**src/rtl/logic_nibble_packer_pkg.sv**
```systemverilog
// Shared constants, slot state encoding and the fill-counter width helper
// for the nibble packer.
package nibble_pkg;

  localparam int NIBBLE_W_DEF = 4;
  localparam int NIBBLES_DEF  = 4;

  typedef enum logic {
    SLOT_EMPTY = 1'b0,
    SLOT_FULL  = 1'b1
  } slot_state_e;

  function automatic int fill_width(input int n);
    return $clog2(n + 1);
  endfunction

endpackage

```
**src/rtl/logic_nibble_packer_if.sv**
```systemverilog
// Nibble input bus and word output handshake of the packer. The packer
// side is the slave; the nibble driver / word consumer side is the master.
interface logic_nibble_packer_if
  import nibble_pkg::*;
#(
  parameter int NIBBLE_W = NIBBLE_W_DEF,
  parameter int NIBBLES  = NIBBLES_DEF
);

  logic [NIBBLE_W-1:0]              data_i;
  logic                             en_i;
  logic                             clear_i;
  logic [NIBBLE_W*NIBBLES-1:0]      word_o;
  logic                             word_valid_o;
  logic                             word_ready_i;
  logic [fill_width(NIBBLES)-1:0]   fill_o;
  logic                             overflow_o;

  modport master (
    output data_i, en_i, clear_i, word_ready_i,
    input  word_o, word_valid_o, fill_o, overflow_o
  );

  modport slave (
    input  data_i, en_i, clear_i, word_ready_i,
    output word_o, word_valid_o, fill_o, overflow_o
  );

endinterface

```
**src/rtl/logic_nibble_packer_acc.sv**
```systemverilog
// Nibble accumulator: slot registers filled in index order plus a wrapping
// fill counter; done flags the edge on which the last nibble arrives.
module nibble_acc
  import nibble_pkg::*;
#(
  parameter int NIBBLE_W = NIBBLE_W_DEF,
  parameter int NIBBLES  = NIBBLES_DEF
) (
  input  logic                            clk,
  input  logic                            rst_n,
  input  logic                            clear,
  input  logic                            en,
  input  logic [NIBBLE_W-1:0]             data,
  output logic [fill_width(NIBBLES)-1:0]  fill,
  output logic [NIBBLE_W*NIBBLES-1:0]     word,
  output logic                            done
);

  localparam int FW = fill_width(NIBBLES);

  logic [NIBBLE_W-1:0] slot_q [NIBBLES];
  logic [FW-1:0]       fill_q;

  always_comb begin
    done = en && (fill_q == FW'(NIBBLES - 1));
  end

  // The completed word must include the nibble arriving this cycle, so the
  // slot currently being written is bypassed with the live input.
  always_comb begin
    word = '0;
    for (int i = 0; i < NIBBLES; i++) begin
      word[i*NIBBLE_W +: NIBBLE_W] = (FW'(i) == fill_q) ? data : slot_q[i];
    end
  end

  always_ff @(posedge clk or negedge rst_n) begin
    if (!rst_n) begin
      fill_q <= '0;
      for (int i = 0; i < NIBBLES; i++) slot_q[i] <= '0;
    end else if (clear) begin
      fill_q <= '0;
      for (int i = 0; i < NIBBLES; i++) slot_q[i] <= '0;
    end else if (en) begin
      for (int i = 0; i < NIBBLES; i++) begin
        if (FW'(i) == fill_q) slot_q[i] <= data;
      end
      fill_q <= done ? '0 : fill_q + FW'(1);
    end
  end

  assign fill = fill_q;

endmodule

```
**src/rtl/logic_nibble_packer.sv**
```systemverilog
// Receive-side nibble packer: accumulates nibbles LSB-first into words and
// offers them on a single-entry valid/ready slot, flagging dropped words.
module logic_nibble_packer
  import nibble_pkg::*;
#(
  parameter int NIBBLE_W = NIBBLE_W_DEF,
  parameter int NIBBLES  = NIBBLES_DEF
) (
  input  logic                  clk,
  input  logic                  rst_n,
  logic_nibble_packer_if.slave  bus
);

  localparam int FW = fill_width(NIBBLES);
  localparam int WW = NIBBLE_W * NIBBLES;

  slot_state_e    state_q, state_d;
  logic [WW-1:0]  word_q;
  logic [WW-1:0]  word_new;
  logic           overflow_q;
  logic [FW-1:0]  fill;
  logic           done;
  logic           handshake;
  logic           load;
  logic           drop;

  nibble_acc #(
    .NIBBLE_W (NIBBLE_W),
    .NIBBLES  (NIBBLES)
  ) u_acc (
    .clk   (clk),
    .rst_n (rst_n),
    .clear (bus.clear_i),
    .en    (bus.en_i),
    .data  (bus.data_i),
    .fill  (fill),
    .word  (word_new),
    .done  (done)
  );

  always_ff @(posedge clk or negedge rst_n) begin
    if (!rst_n) begin
      state_q    <= SLOT_EMPTY;
      word_q     <= '0;
      overflow_q <= 1'b0;
    end else begin
      state_q    <= state_d;
      overflow_q <= bus.clear_i ? 1'b0 : (overflow_q | drop);
      if (bus.clear_i)  word_q <= '0;
      else if (load)    word_q <= word_new;
    end
  end

  // A full slot that is handed off on the same edge a new word completes
  // reloads immediately; without the handoff the new word is lost.
  always_comb begin
    state_d   = state_q;
    load      = 1'b0;
    drop      = 1'b0;
    handshake = (state_q == SLOT_FULL) && bus.word_ready_i;
    case (state_q)
      SLOT_EMPTY: begin
        if (done) begin
          state_d = SLOT_FULL;
          load    = 1'b1;
        end
      end
      SLOT_FULL: begin
        if (done && handshake) begin
          load = 1'b1;
        end else if (done) begin
          drop = 1'b1;
        end else if (handshake) begin
          state_d = SLOT_EMPTY;
        end
      end
      default: state_d = SLOT_EMPTY;
    endcase
    if (bus.clear_i) begin
      state_d = SLOT_EMPTY;
      load    = 1'b0;
      drop    = 1'b0;
    end
  end

  always_comb begin
    bus.word_valid_o = (state_q == SLOT_FULL);
    bus.word_o       = word_q;
    bus.fill_o       = fill;
    bus.overflow_o   = overflow_q;
  end

endmodule

```
**src/flat_wrapper.sv**
```systemverilog
// flat-port wrapper written by rule: the top's interface ports become plain ports
module logic_nibble_packer_flat import nibble_pkg::*;
#(
  parameter int NIBBLE_W = NIBBLE_W_DEF,
  parameter int NIBBLES  = NIBBLES_DEF
)
  (clk, rst_n, bus_data_i, bus_en_i, bus_clear_i, bus_word_ready_i, bus_word_o, bus_word_valid_o, bus_fill_o, bus_overflow_o);
  logic_nibble_packer_if #(.NIBBLE_W(NIBBLE_W), .NIBBLES(NIBBLES)) bus_i ();
  input  logic clk;
  input  logic rst_n;
  input wire logic [$bits(bus_i.data_i)-1:0] bus_data_i;
  input wire logic [$bits(bus_i.en_i)-1:0] bus_en_i;
  input wire logic [$bits(bus_i.clear_i)-1:0] bus_clear_i;
  input wire logic [$bits(bus_i.word_ready_i)-1:0] bus_word_ready_i;
  output wire logic [$bits(bus_i.word_o)-1:0] bus_word_o;
  output wire logic [$bits(bus_i.word_valid_o)-1:0] bus_word_valid_o;
  output wire logic [$bits(bus_i.fill_o)-1:0] bus_fill_o;
  output wire logic [$bits(bus_i.overflow_o)-1:0] bus_overflow_o;
  assign bus_i.data_i = bus_data_i;
  assign bus_i.en_i = bus_en_i;
  assign bus_i.clear_i = bus_clear_i;
  assign bus_i.word_ready_i = bus_word_ready_i;
  assign bus_word_o = bus_i.word_o;
  assign bus_word_valid_o = bus_i.word_valid_o;
  assign bus_fill_o = bus_i.fill_o;
  assign bus_overflow_o = bus_i.overflow_o;
  logic_nibble_packer #(.NIBBLE_W(NIBBLE_W), .NIBBLES(NIBBLES)) u_core (.clk(clk), .rst_n(rst_n), .bus(bus_i));
endmodule
```
**config.mk**
```make
export PLATFORM = sky130hd
export DESIGN_NAME = logic_nibble_packer_flat
export DESIGN_NICKNAME = d
export VERILOG_FILES = /design/src/rtl/logic_nibble_packer_pkg.sv /design/src/rtl/logic_nibble_packer_if.sv /design/src/rtl/logic_nibble_packer_acc.sv /design/src/rtl/logic_nibble_packer.sv /design/src/flat_wrapper.sv
export SDC_FILE = /design/constraint.sdc
export NUM_CORES = 1
export LEC_CHECK = 0
export ABC_CLOCK_PERIOD_IN_PS = 1540
export BUFFER_PORTS_ARGS = -buffer_cell sky130_fd_sc_hd__buf_2
export CORE_AREA = 10 10 78 80
export CTS_BUF_LIST = sky130_fd_sc_hd__clkbuf_16
export DETAILED_ROUTE_END_ITERATION = 12
export DIE_AREA = 0 0 88 90
export GPL_TIMING_DRIVEN = 0
export PLACE_DENSITY = 0.56
export REMOVE_ABC_BUFFERS = 1
export SLEW_MARGIN = 0
export SYNTH_ARGS = -nofsm -noshare
export SYNTH_HDL_FRONTEND = slang
export SYNTH_SLANG_ARGS = --single-unit
```
**constraint.sdc**
```tcl
create_clock -name clk -period 1.54 [get_ports clk]
set_input_delay 0.231 -clock clk [delete_from_list [all_inputs] [get_ports clk]]
set_output_delay 0.231 -clock clk [all_outputs]
set_load 0.03 [all_outputs]
```
==> impl_metrics.py, run 1 <==
metrics = {
    "drt": {
        "wire_per_inst_um": 17.2,
        "antenna_left": 0,
        "wirelength_um": 3920,
        "drtIter0Drc": 42,
        "routed_via_density": 5.25,
        "first_pass_iters": 4,
        "drc": 0,
        "num_vias": 1196,
    },
    "cts": {
        "clk_path_buf_depth": 2,
        "clock_latency_ps": 270,
        "cts.htree.levels": 2,
        "cts_tree": "yes",
        "path_clk_slew_ps": 50,
        "clock_sinks": 33,
        "clockRootBuffer": "clkbuf_16",
        "cts_buffers": 5,
    },
    "synthesis": {
        "synth_top_family_by_area": "compound AO/OA/AOI/OAI gates",
        "synth_xor_area_share_pct": 0,
        "synthSimpleGateAreaFrac_pct": 10.5,
        "ys_seq_area_share_pct": 47.8,
        "muxShareOfSynthArea_pct": 14.5,
        "syn_area_per_cell_um2": 11.5,
        "ys_ff_latch": 33,
        "synth_cells": 150,
        "synth_area_um2": 1730,
        "synthAdderAreaFrac_pct": 2.89,
        "yosys_warnings": 0,
        "netlist-cell-type-count": 21,
        "synth_compound_area_share_pct": 17.7,
    },
    "placement": {
        "post_dp_cell_area_um2": 1840,
        "gp_congestion": 0.707,
        "hpwlAfterDp_um": 2690,
        "placed_cells": 216,
        "port_buffers": 29,
    },
    "power_and_ir_drop": {
        "peakVddDrop_v": 0.000453,
        "leakage_nw": 1.06,
        "powerDensity_nw_per_um2": 989,
        "p_total_mw": 2.03,
    },
    "floorplanning": {
        "core_um2": 4600,
        "dieArea_um2": 7920,
        "die_width_um": 88,
        "std_cell_rows": 25,
        "fp.dieH_um": 90,
        "io-pin-count": 30,
        "start_util_pct": 37.6,
    },
    "worst_setup_path": {
        "crit_arrival_ps": 1650,
        "reg2reg_from": "u_core.u_acc.fill[0]",
        "worstRegToRegCells": 5,
        "startpoint": "u_core.u_acc.fill[0]",
        "cp_cell_sequence": "ha_2 -> and3b_4 -> buf_4 -> a21oi_2 -> a211oi_2",
        "path_class": "reg -> reg",
        "crit_required_ps": 1720,
        "critPathSlowestCell": "dfrtp_1",
        "critPathMaxFanout": 8,
        "cp-start-kind": "flop",
        "r2r_end": "u_core.bus.word_o[6]",
        "crit_end": "u_core.bus.word_o[6]",
        "r2r_slack_ps": 70,
        "endpoint_kind": "flop",
        "slowest_delay_ps": 430,
    },
    "final_layout": {
        "instances_no_fill": 228,
        "layout-drive-gt1-share_pct": 39.7,
        "final_area_um2": 2050,
        "area_growth_syn_to_layout_pct": 18.8,
        "num_antenna_cells": 0,
        "nets": 186,
        "fillers": 434,
    },
    "sta": {
        "maxSlewViolCount": 0,
        "max_freq_mhz": 681,
        "worst_pin_slew_ps": 751,
        "rsz0062_at_grt": "true",
        "min_period_ps": 1470,
        "timing.final.setup_violations": 0,
        "timing.final.crit_share_pct": 95.4,
        "finalClockSkew_ps": 5.55,
        "hold-worst-slack_ps": 21.8,
        "finalHoldViolCount": 0,
        "slew_headroom_pct": 49.9,
    },
    "global_route": {
        "grt_usage_pct": 10.8,
        "grt_pass1_vias": 1317,
        "grt_start_max_net_pins": 34,
        "grt-ovfl-total": 0,
        "grt_first_pass_wirelength_um": 6800,
        "antenna_found_initial": 0,
    },
    "outcome": {
        "status": "completed",
    },
    "run": {
        "cap_violations": 0,
    },
    "worst_hold_path": {
        "hp-class": "in -> async",
    },
}
routing by layer:
metal | vias to the layer above | GRT usage (%) | routed length [um]
met3 | 2 | 3.88 | 213
li1 | 568 | - | -
met4 | 0 | 3.59 | 17
met2 | 21 | 17.2 | 2020
met5 | - | 0 | 0
met1 | 605 | 13.1 | 1670
cell type report:
| type | count | area [um^2] | share of cell area, % |
|---|---|---|---|
| Clock buffer | 5 | 125 | 6.09 |
| Timing Repair Buffer | 33 | 200 | 9.74 |
| Tap cell | 54 | 67.6 | 3.29 |
| Inverter | 3 | 11.3 | 0.548 |
| Multi-Input combinational cell | 97 | 812 | 39.5 |
| Sequential cell | 33 | 827 | 40.3 |
| Clock inverter | 3 | 11.3 | 0.548 |
cell families (layout without fill, tap and decap cells):
| logic type | after synthesis | in the layout |
|---|---|---|
| AO/OA/AOI/OAI | 36 | 36 |
| adder cells (fa/ha/maj) | 4 | 4 |
| buffers and inverters | 20 | 44 |
| flip-flops | 33 | 33 |
| multiplexers | 25 | 25 |
| AND/OR/NAND/NOR | 32 | 32 |
what timing repair did:
item,CTS,global route
gates resized for setup,3,6
buffers inserted,4,0
pin swaps,1,0
hold buffers,0,0
setup endpoints to repair,16,18
report_power, final:
part           leakage, nW  internal [mW]  total, mW  switching, mW
Clock               0.0776          0.579      0.901          0.322
Sequential           0.455          0.892      0.908         0.0162
Combinational        0.529         0.0794      0.223          0.144
synthesized netlist by cell type:
master,n,area [um^2]
nand2b_1,6,37.5
a21oi_1,9,45.0
inv_1,3,11.3
ha_1,4,50.1
a211oi_1,2,15.0
buf_6,3,33.8
nand3_1,5,25.0
nor2_1,14,52.6
nor2_2,1,6.26
o21ai_0,4,20.0
buf_4,3,22.5
clkbuf_1,5,18.8
a211oi_2,11,138
and2b_1,1,7.51
mux2i_1,25,250
nand3b_1,3,22.5
and3b_2,1,10.0
dfrtp_1,33,826
nand3b_4,1,20.0
buf_2,6,30.0
a21oi_2,10,87.6
worst min path at each step:
| stage | slack, ps | endpoint | cells past startpoint |
|---|---|---|---|
| global placement | 330 | u_core.bus.word_o[8] | 1 |
| detailed placement | 330 | u_core.bus.word_o[1] | 1 |
| CTS | 50 | u_core.bus.word_o[1] | 1 |
| finish | 20 | u_core.bus.word_o[1] | 1 |
| global route | 90 | u_core.bus.word_o[1] | 1 |
| floorplan | -60 | u_core.bus.overflow_o | 0 |
cells in the final DEF (no fill, tap or decap), drive strengths merged:
master,n
dfrtp,33
buf,33
mux2i,25
a21oi,19
nor2,15
a211oi,13
inv,6
nand2b,6
nand3,5
clkbuf,5
o21ai,4
nand3b,4
ha,4
and3b,1
and2b,1
critical path, delay by kind of cell, from the launching register on:
kind | cells | cell delay [ps]
AOI/OAI and AO/OA | 2 | 270
adders and majority gates | 1 | 270
buffers and inverters | 1 | 180
DFF | 1 | 430
and+or+nand+nor | 1 | 230
state kept, by name (all words and copies together) (netlist names):
name	count
u_core.bus.word_valid_o	1
u_core.bus.overflow_o	1
u_core.u_acc.slot_q	12
u_core.bus.word_o	16
u_core.u_acc.fill	3
through the flow:
stage	util (%)	TNS (ps)	setup WS [ps]
2_1_floorplan	-	-2030	-169
3_3_place_gp	39.9	-2890	-266
3_5_place_dp	39.9	-3600	-310
4_1_cts	44.3	0	15.4
5_1_grt	44.7	-2.06	-2.06
6_report	44.7	0	70.8
Power figures use the tool's default switching activity.
==> run 2: changes to the inputs <==
ABC_AREA = 1   (was unset)
ABC_CLOCK_PERIOD_IN_PS = 1800   (was 1540)
CORE_AREA = 10 10 80 82   (was 10 10 78 80)
DIE_AREA = 0 0 90 92   (was 0 0 88 90)
PLACE_DENSITY = 0.55   (was 0.56)
clock period = 1.8 ns   (was 1.54 ns; I/O delays follow)
==> run 2 against run 1 <==
Effect of this change:
- sequential cell count rose by 4
- sequential share of layout area rose by 3.7 points
- register-to-register slack improved by 170 ps
- non-clock buffer count fell by 4
- combinational power fell by 25%
- worst setup slack improved by 170 ps
- utilization fell by 1.8 points
- highest routed layer unchanged
- global-route usage barely moved
- critical path depth rose by 1
- die area rose by 4.5%
- hold slack improved by 83 ps
- critical path type unchanged
- cell area rose by 2.6%
==> impl_metrics.py, run 2 <==
metrics = {
    "worst_setup_path": {
        "crit_required_ps": 1960,
        "path_class": "reg -> reg",
        "critPathBufInv": 0,
        "endpoint_kind": "flop",
        "cp-start-kind": "flop",
        "cp_cell_sequence": "ha_1 -> nand2_1 -> nor2_2 -> nand2_2 -> nand3_1 -> nand2_1",
        "slowest_delay_ps": 390,
        "worstRegToRegCells": 6,
        "critPathMaxFanout": 16,
        "cp.depth": 6,
        "critPathSlowestCell": "dfrtp_1",
        "crit_family": "simple AND/OR/NAND/NOR gates",
        "crit_arrival_ps": 1720,
        "cp_common_cell": "nand2_1",
    },
    "cts": {
        "cts_setup_buffers": 0,
        "path_clk_slew_ps": 50,
        "postCtsHoldBufs": 0,
        "clock_latency_ps": 270,
        "clock_sinks": 37,
        "cts.htree.levels": 2,
        "clk_path_buf_depth": 2,
        "clockRootBuffer": "clkbuf_16",
        "cts_tree": "yes",
        "cts_buffers": 5,
    },
    "synthesis": {
        "synth.most_common_cell": "nand2_1",
        "async_reset_ff_share_pct": 100,
        "synth_area_um2": 1810,
        "ys_ff_latch": 37,
        "syn_area_per_cell_um2": 8.09,
        "yosys-top-cells-area": "dfrtp_1 51%, nand3_1 18%, nand2_1 18%",
        "synth_top_area_share_pct": 51.1,
        "yosys_warnings": 0,
        "synthFlopType": "dfrtp_1",
        "ys_seq_area_share_pct": 51.1,
        "synth_cells": 224,
        "synth_common_cells": "86 x nand2_1, 65 x nand3_1, 37 x dfrtp_1, 6 x inv_1",
        "synth_edf_count": 0,
        "yosys.area.top_type": "dfrtp_1",
        "netlist-cell-type-count": 20,
    },
    "sta": {
        "slew_headroom_pct": 43.3,
        "timing.final.crit_share_pct": 86.7,
        "finalHoldViolCount": 0,
        "rsz0062_at_grt": "false",
        "min_period_ps": 1560,
        "max_freq_mhz": 641,
        "maxSlewViolCount": 0,
        "finalClockSkew_ps": 2.22,
        "finalSetupTns_ps": 0,
        "worst_pin_slew_ps": 850,
        "timing.final.setup_violations": 0,
    },
    "drt": {
        "wire_per_inst_um": 13.5,
        "antenna_left": 0,
        "num_vias": 1509,
        "drtIter0Drc": 118,
        "drc": 0,
        "routed_via_density": 4.73,
        "wirelength_um": 4290,
        "first_pass_iters": 4,
    },
    "outcome": {
        "status": "completed",
    },
    "global_route": {
        "grt_first_pass_wirelength_um": 7450,
        "grt-ovfl-total": 0,
        "grt_usage_pct": 10.8,
        "grt_pass1_vias": 1523,
        "grt_start_max_net_pins": 51,
        "antenna_found_initial": 0,
    },
    "final_layout": {
        "final_cell_mix": "86 x nand2_1, 65 x nand3_1, 37 x dfrtp_1",
        "layout_commonest_cell": "nand2_1",
        "layout-drive-gt1-share_pct": 16.9,
        "post-route-util_pct": 42.9,
        "num_antenna_cells": 0,
        "area_growth_syn_to_layout_pct": 16.4,
        "nets": 261,
    },
    "placement": {
        "hpwlAfterDp_um": 2790,
        "gp_congestion": 0.768,
        "port_buffers": 29,
    },
    "run": {
        "cap_violations": 0,
    },
    "floorplanning": {
        "core_um2": 4910,
        "std_cell_rows": 26,
        "start_util_pct": 36.9,
        "die_width_um": 90,
        "io-pin-count": 30,
        "dieArea_um2": 8280,
        "fp.dieH_um": 92,
    },
    "worst_hold_path": {
        "hp-class": "in -> async",
    },
    "power_and_ir_drop": {
        "powerDensity_nw_per_um2": 875,
        "p_total_mw": 1.84,
        "peakVddDrop_v": 0.000387,
        "leakage_nw": 1.21,
    },
}
==> run 2: changes by cell type after synthesis, sizes merged, moves of 9 or more <==
| cell | delta |
|---|---|
| nand2 | +87 |
| nand3 | +61 |
| mux2i | -25 |
| a21oi | -17 |
| a211oi | -13 |
| nor2 | -9 |
==> run 2: final cells by class <==
type	instances	area [um^2]
Clock inverter	3	11.3
Tap cell	70	87.6
Inverter	7	30.0
Multi-Input combinational cell	168	783
Clock buffer	5	125
Timing Repair Buffer	29	145
Sequential cell	37	926
Fill cell	518	2800
==> run 2: repair_timing <==
item	in CTS	in global routing
resized for setup	0	1
setup endpoints to repair	0	16
endpoints found under the hold margin	0	0
==> run 2: where the power goes <==
part	internal (mW)	switching [mW]	leakage, nW
Sequential	0.850	0.0110	0.512
Combinational	0.0428	0.124	0.616
Clock	0.498	0.318	0.0776
==> run 2: cell families (layout without fill, tap and decap cells) <==
logic type | Yosys count | in the layout | share of synthesized area (%)
AND/OR/NAND/NOR | 160 | 160 | 39.4
flip-flops | 37 | 37 | 51.1
buffers and inverters | 19 | 44 | 5.66
adder cells (fa/ha/maj) | 4 | 4 | 2.76
AO/OA/AOI/OAI | 4 | 4 | 1.11
==> run 2: path summary, 6_finish.rpt <==
kind / slack (ps) / startpoint / end
min reg2reg: 480 / u_core.u_acc.slot_q[3] / u_core.u_acc.slot_q[3]
min: 100 / rst_n / u_core.bus.word_o[15]
max in group asynchronous: 1160 / rst_n / u_core.bus.word_o[7]
max: 240 / u_core.u_acc.fill[0] / u_core.bus.word_o[5]
max reg2reg: 240 / u_core.u_acc.fill[0] / u_core.bus.word_o[5]
min in group clk: 220 / bus_clear_i / u_core.u_acc.fill[2]
==> run 2: metrics by stage <==
step	cell area (um^2)	setup slack, ps	std cells	hold slack (ps)
finish	2110	240	319	104
global route	2110	62.5	319	170
CTS	2100	62.4	319	143
detailed placement	1970	79.4	311	440
global placement	1970	108	311	446
floorplan	1740	269	212	-25.6
==> run 2: layer usage <==
metal | vias up | GRT usage (%) | share of wire (%)
met5 | - | 0 | 0
met4 | 0 | 3.58 | 0.61
met3 | 2 | 4.07 | 5.3
met2 | 29 | 17.0 | 47
met1 | 693 | 13.4 | 47
li1 | 785 | - | -
